--- src/rtl/m68k_bus_pkg.sv ---
// Shared types for the 68000 bus responder: FSM states, cycle classes and
// the function code that marks an interrupt-acknowledge cycle.
package m68k_bus_pkg;

  typedef enum logic [1:0] {
    IDLE,
    WAIT,
    ACK
  } state_e;

  typedef enum logic [1:0] {
    CYC_RAM,
    CYC_VPA,
    CYC_UNMAPPED
  } cyc_e;

  localparam logic [2:0] FC_IACK = 3'b111;

endpackage

--- src/rtl/m68k_bus_responder_ram.sv ---
// 256 x 16 on-chip RAM behind the responder: synchronous read, byte-lane writes.
module responder_ram (
  input  logic        clk_i,
  input  logic [7:0]  addr_i,
  input  logic        we_hi_i,
  input  logic        we_lo_i,
  input  logic [15:0] wdata_i,
  output logic [15:0] rdata_o
);

  logic [15:0] mem_q [256];
  logic [15:0] rdata_q;

  // Contents are deliberately not reset.
  always_ff @(posedge clk_i) begin
    if (we_hi_i) mem_q[addr_i][15:8] <= wdata_i[15:8];
    if (we_lo_i) mem_q[addr_i][7:0]  <= wdata_i[7:0];
    rdata_q <= mem_q[addr_i];
  end

  assign rdata_o = rdata_q;

endmodule

--- src/rtl/m68k_bus_responder.sv ---
// 68000 bus target: 512-byte RAM window with DTACK wait states, VPA window and
// autovector IACK, bus error on unmapped cycles after a timeout.
//
// state | meaning
// IDLE  | waiting for AS; decode and classify on the first edge AS is seen low
// WAIT  | counting wait states / timeout, or waiting for a write data strobe
// ACK   | DTACK, VPA or BERR asserted and held until AS is released
module m68k_bus_responder
  import m68k_bus_pkg::*;
#(
  parameter logic [14:0] RAM_BASE     = 15'h0000,
  parameter logic [7:0]  VPA_BASE     = 8'hBF,
  parameter int unsigned WAIT_STATES  = 1,
  parameter int unsigned BERR_TIMEOUT = 64
) (
  input  logic        M68K_CLK,
  input  logic        M68K_RESET_n,
  input  logic [23:1] M68K_A,
  input  logic [2:0]  M68K_FC,
  input  logic        M68K_AS_n,
  input  logic        M68K_UDS_n,
  input  logic        M68K_LDS_n,
  input  logic        M68K_RW,
  input  logic [15:0] M68K_D_IN,
  output logic [15:0] M68K_D_OUT,
  output logic        M68K_D_OE,
  output logic        M68K_DTACK_n,
  output logic        M68K_BERR_n,
  output logic        M68K_VPA_n
);

  localparam logic [7:0] WS_LOAD = 8'(WAIT_STATES);
  localparam logic [7:0] BT_LOAD = 8'(BERR_TIMEOUT);

  logic        as_q, uds_q, lds_q, rw_q;
  logic [15:0] d_q;

  state_e      state_q, state_d;
  cyc_e        cls_q, cls_d;
  logic [7:0]  addr_q, addr_d;
  logic        rwc_q, rwc_d;
  logic [7:0]  cnt_q, cnt_d;
  logic        dtack_n_q, dtack_n_d;
  logic        berr_n_q, berr_n_d;
  logic        vpa_n_q, vpa_n_d;
  logic        doe_q, doe_d;
  logic [15:0] dout_q, dout_d;

  logic [7:0]  ram_addr;
  logic        we_hi, we_lo;
  logic [15:0] ram_rdata;

  responder_ram u_ram (
    .clk_i   (M68K_CLK),
    .addr_i  (ram_addr),
    .we_hi_i (we_hi),
    .we_lo_i (we_lo),
    .wdata_i (d_q),
    .rdata_o (ram_rdata)
  );

  always_comb begin
    state_d   = state_q;
    cls_d     = cls_q;
    addr_d    = addr_q;
    rwc_d     = rwc_q;
    cnt_d     = cnt_q;
    dtack_n_d = dtack_n_q;
    berr_n_d  = berr_n_q;
    vpa_n_d   = vpa_n_q;
    doe_d     = doe_q;
    dout_d    = dout_q;
    we_hi     = 1'b0;
    we_lo     = 1'b0;
    // In IDLE the live address feeds the RAM so read data is ready one edge after decode.
    ram_addr  = (state_q == IDLE) ? M68K_A[8:1] : addr_q;

    if (state_q != IDLE && as_q) begin
      state_d   = IDLE;
      dtack_n_d = 1'b1;
      berr_n_d  = 1'b1;
      vpa_n_d   = 1'b1;
      doe_d     = 1'b0;
    end else begin
      case (state_q)
        IDLE: begin
          if (!as_q) begin
            addr_d  = M68K_A[8:1];
            rwc_d   = rw_q;
            state_d = WAIT;
            if (M68K_FC == FC_IACK) begin
              cls_d = CYC_VPA;
              cnt_d = 8'd0;
            end else if (M68K_A[23:9] == RAM_BASE) begin
              cls_d = CYC_RAM;
              cnt_d = WS_LOAD;
            end else if (M68K_A[23:16] == VPA_BASE) begin
              cls_d = CYC_VPA;
              cnt_d = 8'd0;
            end else begin
              cls_d = CYC_UNMAPPED;
              cnt_d = BT_LOAD;
            end
          end
        end
        WAIT: begin
          case (cls_q)
            CYC_RAM: begin
              if (cnt_q != 8'd0) begin
                cnt_d = cnt_q - 8'd1;
              end else if (rwc_q) begin
                dout_d    = ram_rdata;
                doe_d     = 1'b1;
                dtack_n_d = 1'b0;
                state_d   = ACK;
              end else if (!uds_q || !lds_q) begin
                we_hi     = !uds_q;
                we_lo     = !lds_q;
                dtack_n_d = 1'b0;
                state_d   = ACK;
              end
            end
            CYC_VPA: begin
              vpa_n_d = 1'b0;
              doe_d   = rwc_q;
              if (rwc_q) dout_d = 16'h0000;
              state_d = ACK;
            end
            default: begin
              if (cnt_q != 8'd0) begin
                cnt_d = cnt_q - 8'd1;
              end else begin
                berr_n_d = 1'b0;
                state_d  = ACK;
              end
            end
          endcase
        end
        ACK:     state_d = ACK;
        default: state_d = IDLE;
      endcase
    end
  end

  always_ff @(posedge M68K_CLK or negedge M68K_RESET_n) begin
    if (!M68K_RESET_n) begin
      as_q      <= 1'b1;
      uds_q     <= 1'b1;
      lds_q     <= 1'b1;
      rw_q      <= 1'b1;
      d_q       <= 16'h0000;
      state_q   <= IDLE;
      cls_q     <= CYC_UNMAPPED;
      addr_q    <= 8'h00;
      rwc_q     <= 1'b1;
      cnt_q     <= 8'h00;
      dtack_n_q <= 1'b1;
      berr_n_q  <= 1'b1;
      vpa_n_q   <= 1'b1;
      doe_q     <= 1'b0;
      dout_q    <= 16'h0000;
    end else begin
      as_q      <= M68K_AS_n;
      uds_q     <= M68K_UDS_n;
      lds_q     <= M68K_LDS_n;
      rw_q      <= M68K_RW;
      d_q       <= M68K_D_IN;
      state_q   <= state_d;
      cls_q     <= cls_d;
      addr_q    <= addr_d;
      rwc_q     <= rwc_d;
      cnt_q     <= cnt_d;
      dtack_n_q <= dtack_n_d;
      berr_n_q  <= berr_n_d;
      vpa_n_q   <= vpa_n_d;
      doe_q     <= doe_d;
      dout_q    <= dout_d;
    end
  end

  assign M68K_D_OUT   = dout_q;
  assign M68K_D_OE    = doe_q;
  assign M68K_DTACK_n = dtack_n_q;
  assign M68K_BERR_n  = berr_n_q;
  assign M68K_VPA_n   = vpa_n_q;

endmodule

--- config.mk ---
export PLATFORM = sky130hd
export DESIGN_NAME = m68k_bus_responder
export DESIGN_NICKNAME = d
export VERILOG_FILES = /design/src/rtl/m68k_bus_pkg.sv /design/src/rtl/m68k_bus_responder_ram.sv /design/src/rtl/m68k_bus_responder.sv
export SDC_FILE = /design/constraint.sdc
export NUM_CORES = 2
export LEC_CHECK = 0
export BUFFER_PORTS_ARGS = -buffer_cell sky130_fd_sc_hd__buf_2
export CAP_MARGIN = 15
export CORE_MARGIN = 8
export CORE_UTILIZATION = 50
export DETAILED_ROUTE_END_ITERATION = 8
export PLACE_DENSITY = 0.67
export SETUP_SLACK_MARGIN = 0.02
export SKIP_LAST_GASP = 1
export SLEW_MARGIN = 20
export SYNTH_ARGS = -nofsm -noshare
export SYNTH_HDL_FRONTEND = slang
export SYNTH_SLANG_ARGS = --single-unit
--- constraint.sdc ---
create_clock -name M68K_CLK -period 3.75 [get_ports M68K_CLK]
set_input_delay 0.375 -clock M68K_CLK [delete_from_list [all_inputs] [get_ports M68K_CLK]]
set_output_delay 0.375 -clock M68K_CLK [all_outputs]
set_load 0.01 [all_outputs]
=== Yosys cells after proc, flatten, opt, wreduce, memory -nomap -nowiden ===
Memory sizes are Yosys's and may differ from the RTL's. A register that Yosys moved wholly into a read port is not among the register bits.
Cells that the tools add are included.

* Reductions and logical operators: 25
* Bitwise operators: 2
* Eq/ne operators: 19
* Add/sub/neg operators: 1
* Mux-type cells: 57

{| class="wikitable"
|+ Operators by type and width
! kind !! count
|-
| 16-bit two-way mux || 3
|-
| 1-bit two-way mux || 33
|-
| 8-bit two-way mux || 4
|-
| 16-bit case mux with 2 select lines || 1
|-
| 7-bit two-way mux || 3
|-
| 2-bit two-way mux || 9
|-
| 8-bit case mux with 2 select lines || 1
|-
| 15-bit logical NOT || 1
|-
| 2-bit inequality test, second input constant || 7
|-
| 4-bit AND reduction || 3
|-
| 2-bit nonzero test || 6
|-
| 8-bit equality test, second input constant || 1
|-
| 4-bit inequality test, second input constant || 2
|-
| 8-bit nonzero test || 1
|-
| 8-bit by 1-bit subtractor with 8-bit output, second input constant || 1
|-
| 3-bit inequality test, second input constant || 2
|-
| 2-bit case mux with 3 select lines || 1
|-
| 3-bit AND reduction || 2
|-
| 6-bit AND reduction || 1
|-
| 3-bit nonzero test || 2
|-
| 5-bit inequality test, second input constant || 1
|-
| 5-bit AND reduction || 1
|-
| 2-bit by 1-bit equality test with 1-bit output, second input constant || 2
|-
| 2-bit logical NOT || 2
|-
| other kinds (12) || 14
|}

* Output and inout port bits: 20
* Input port bits: 48
* Memories kept: 1
* Memory bits (writable): 4096
* Register bits: 61

{| class="wikitable"
|+ Memories
! name !! words !! width !! read ports !! clocked after Yosys merged registers in !! wr ports !! RTL line !! source
|-
| u_ram.mem_q || 256 || 16 || 1 || 1 || 1 || m68k_bus_responder_ram.sv:11 || <nowiki>logic [15:0] mem_q [256];</nowiki>
|}

=== Logic depth before layout (Yosys ltp) ===
* Depth after elaboration: 10
* Gate-level depth with buffers: 13
* Gate-level depth less buffers: 8

=== Cells and area by module ===
From an unflattened synthesis, not the netlist that was laid out.

* Cells, all modules: 7233
* Area, all modules: 158926.2 um^2

{| class="wikitable"
|+ By module, submodules not included
! module !! instances !! seq. area each (um^2) !! area each (um^2) !! cells each
|-
| responder_ram || 1 || 123318.3 || 156412.5 || 7034
|-
| m68k_bus_responder || 1 || 1537.7 || 2513.7 || 199
|}

=== Worst setup path after synthesis ===
OpenSTA, ideal clock, no wires.

* Path type: reg2reg
* Start: register d_q[0]
* End: memory u_ram.mem_q[0][0], data pin
* Cell stages (with the launch flop): 1
* Setup time: 0.801 ns
* Data required time: 2.949 ns
* Clock period less this slack: 3.969 ns
* Data arrival time: 3.169 ns
* Slack: -0.219 ns
* Path through: dfrtp_1

{| class="wikitable"
|+ RTL lines
! what !! RTL line !! source
|-
| start, declared || m68k_bus_responder.sv:36 || <nowiki>logic [15:0] d_q;</nowiki>
|-
| start signal, assigned || m68k_bus_responder.sv:151 || <nowiki>d_q <= 16'h0000;</nowiki>
|-
| start signal, assigned || m68k_bus_responder.sv:167 || <nowiki>d_q <= M68K_D_IN;</nowiki>
|-
| end, declared || m68k_bus_responder_ram.sv:11 ||
|}

No word-level cell before the write port.

=== Worst setup path in the final report ===
* Start: register state_q[1]
* End: register u_ram.rdata_q[14], in the netlist u_ram.rdata_o[14] (read register of u_ram.mem_q)

* Cells in the longest elaborated chain, start to end: 2

{| class="wikitable"
|+ Ends and longest elaborated chain
! what !! RTL line !! source
|-
| start, declared || m68k_bus_responder.sv:38 || <nowiki>state_e state_q, state_d;</nowiki>
|-
| start signal, assigned || m68k_bus_responder.sv:168 || <nowiki>state_q <= state_d;</nowiki>
|-
| 2-bit logical NOT || m68k_bus_responder.sv:76 || <nowiki>ram_addr = (state_q == IDLE) ? M68K_A[8:1] : addr_q;</nowiki>
|-
| 8-bit two-way mux || m68k_bus_responder.sv:76 ||
|-
| end, declared || m68k_bus_responder_ram.sv:12 || <nowiki>logic [15:0] rdata_q;</nowiki>
|}

No other way between the ends.
A chain may end at the register's enable or synchronous reset.

==> results.txt <==
YS warnings - 0
# setup viols final - 1
vias per std cell - 6.199
drt pass-1 iters - 7
FF-to-FF setup slack - -0.01 ns
top-count cell post-synth - edfxtp_1
combinational power share - 30.0%
synth top area cells - edfxtp_1 77%, mux4_2 14%, nand2_1 2.6%, a41oi_1 1.4%, nor2_1 1.2%
post-synthesis cell count - 7,808
Post-Syn Area - 160,200 um^2
TNS Setup - -0.01251 ns
Final Max Slew Viols - 0
Synth async-reset ratio - 1.462%
gr usage total - 23.85%
worst hold path type - in -> reg
worst-skew pair later-pin latency - 0.97 ns
Post-DP HPWL - 253,300 um
Area Overhead vs Synth - 17.21%
Hold Path Sink - d_q[0]
Int Pwr - 91.74 mW
Num CTS Buffers - 402
full die area - 338,900 um^2
first-pass GRT wire length - 596,300 um
root buf cell - clkbuf_16
global placement routability congestion - 0.8520
CTS tree - built
Net Count, Synth - 7,860
CP Class - reg -> reg
clock tree buffer depth - 4
Lkg Pwr - 59.72 nW
Reg power frac - 39.5%
failing checks - setup timing
RSZ-0062 raised after global routing - yes
Post-synth top cells - 4,096 x edfxtp_1, 1,125 x nand2_1, 1,024 x mux4_2
hold_sp - M68K_D_IN[0]
max frequency - 265.8 MHz
Post-DRT Antenna Nets - 0
crit-path max FO - 18
min Tclk post-route - 3.763 ns
Routed WL per cell - 30.64 um
Routed WL - 411,900 um
worst rel slew slack - 25.58%
Max VDD drop - 0.6191 mV
Synth top area share - 76.76%
pwr/cell area - 700.5 nW/um^2
Worst setup SP type - flip-flop
worst setup margin - -0.01251 ns
final worst-path cycle share - 100.3%
die width - 582.1 um
CTS H-tree depth - 5
num rows - 208
post-synthesis sequential area ratio - 77.92%
CP arrival - 4.55 ns
GR Overflow Total - 0
crit end category - flip-flop
FF+latch count, synth - 4,173
Final Hold Viols - 0
worst path required time - 4.53 ns
synth unique cells - 53
Port Buffers - 67
area leader, netlist - edfxtp_1
initial antenna violation count - 15
layout cells sized above 1 - 30.86%
Die Y - 582.1 um
Clock transition at path regs - 0.06 ns
NetSw - 39.82 mW
First DRT Iteration DRCs - 10,980
CTS sink cnt - 4,173
WHS Path Cells - 2
Via Count - 83,320
status - finished with violations
Nets - 8,946
Min Hold Slack - 0.07575 ns
r2r startpoint - state_q[1]
Clock Power Share - 30.5%
worst slew pin tran - 1.116 ns
EDFF count, synth - 4,096
Crit Reg-Reg Endpoint - u_ram.rdata_o[14]
max-capacitance violation count - 0
largest net degree at the start of global routing - 125
# IOs - 68
vias in the first global route - 84,000
R2R cell count - 12
Initial Utilization - 50.06%
DRC - 0
clk_skew - 0.05689 ns
Switching Fraction - 30.27%
prevailing post-synth register cell - edfxtp_1
CORE AREA - 320,100 um^2
Avg Cell Area, Syn - 20.52 um^2
kinds of logic (layout without fill, tap and decap cells):
logic type,Yosys count,in the layout,share of synthesized area [%]
mux,1028,1028,14.42
buf+inv,479,1899,1.391
compound gates,358,358,1.920
flops,4173,4173,77.92
other cells,0,13,0
fa+ha+maj,4,4,0.03123
simple gates,1761,1761,4.294
xor+xnor,5,5,0.02733
power by group through the flow:
stage	sequential (mW)	clock (mW)	combinational [mW]
3_5_place_dp	53.0	0	38.0
6_report	52.0	40.1	39.4
3_3_place_gp	53.0	0	37.8
2_1_floorplan	53.0	0	23.2
5_1_grt	52.0	42.3	41.3
4_1_cts	52.0	40.6	39.0
flip-flops by register name (all words and copies together) (netlist names):
register	count
cnt_q	8
rw_q	1
u_ram.mem_q	4096
lds_q	1
rwc_q	1
state_q	2
d_q	16
u_ram.rdata_o	16
uds_q	1
cls_q	2
M68K_DTACK_n	1
M68K_D_OUT	16
M68K_VPA_n	1
addr_q	8
M68K_D_OE	1
M68K_BERR_n	1
as_q	1
through the flow:
stage                     power [mW]  worst slack (ns)  cells  area (um^2)  util, %
after floorplan                76.20            0.5842   7808       160300        -
after global placement         90.73           -0.5104  12630       173400    54.16
after detailed placement       90.94           -0.3607  12630       173400    54.16
after CTS                      131.7         -0.008449  13420       187300    58.53
after global routing           135.6          -0.05789  13430       187800    58.67
final                          131.6          -0.01251  13440       187800    58.68
final cells by class:
class                           instances  area (um^2)
Inverter                               12        45.04
Clock buffer                          510        10590
Timing Repair Buffer                 1149        10640
Antenna cell                           13        32.53
Fill cell                           22540       132300
Sequential cell                      4173       124900
Tap cell                             4200         5255
Multi-Input combinational cell       3156        33960
Clock inverter                        228         2387
routing by layer:
metal / track usage (%) / part of all wire, %
met5: 0 / 0.017
met4: 7.474 / 3.4
met3: 5.004 / 10
met2: 37.45 / 47
met1: 34.00 / 39
timing repair:
action,CTS,global route
resized for setup,58,42
setup buffers,9,11
endpoints found under the hold margin,93,0
hold buffers,38,0
gates cloned,4,1
pin swaps,5,14
setup endpoints to repair,16,71
cells in the final DEF, fill, tap and decap left out, types with 33 or more instances in the layout:
master and n:
clkinv_1 72, nand3_1 33, a41oi_1 233, clkbuf_16 406, edfxtp_1 4096, buf_2 66, nand2_1 1109, dlygate4sd3_1 38
buf_12 134, buf_4 879, mux4_2 1024, clkbuf_1 99, dfrtp_1 36, bufinv_16 43, clkinv_2 71, nor2_1 530
worst max path at each step:
stage	start	to	depth (start not counted)
5_1_grt	state_q[0]	u_ram.rdata_o[13]	12
3_3_place_gp	state_q[1]	u_ram.rdata_o[4]	12
2_1_floorplan	state_q[0]	u_ram.mem_q[104][0]	12
3_5_place_dp	state_q[1]	u_ram.rdata_o[4]	12
6_report	state_q[1]	u_ram.rdata_o[14]	12
4_1_cts	state_q[1]	u_ram.rdata_o[14]	12
critical path, stage by stage (launching register included):
cell       delay, ns
dfrtp_1         0.38
inv_1           0.10
ha_2            0.24
mux2i_4         0.38
buf_12          0.21
buf_12          0.28
buf_12          0.20
mux4_2          0.53
nand2_1         0.16
a41oi_1         0.29
o41ai_2         0.45
buf_4           0.18
o2111ai_1       0.10
Note: power is estimated with default switching activity, not from simulation.
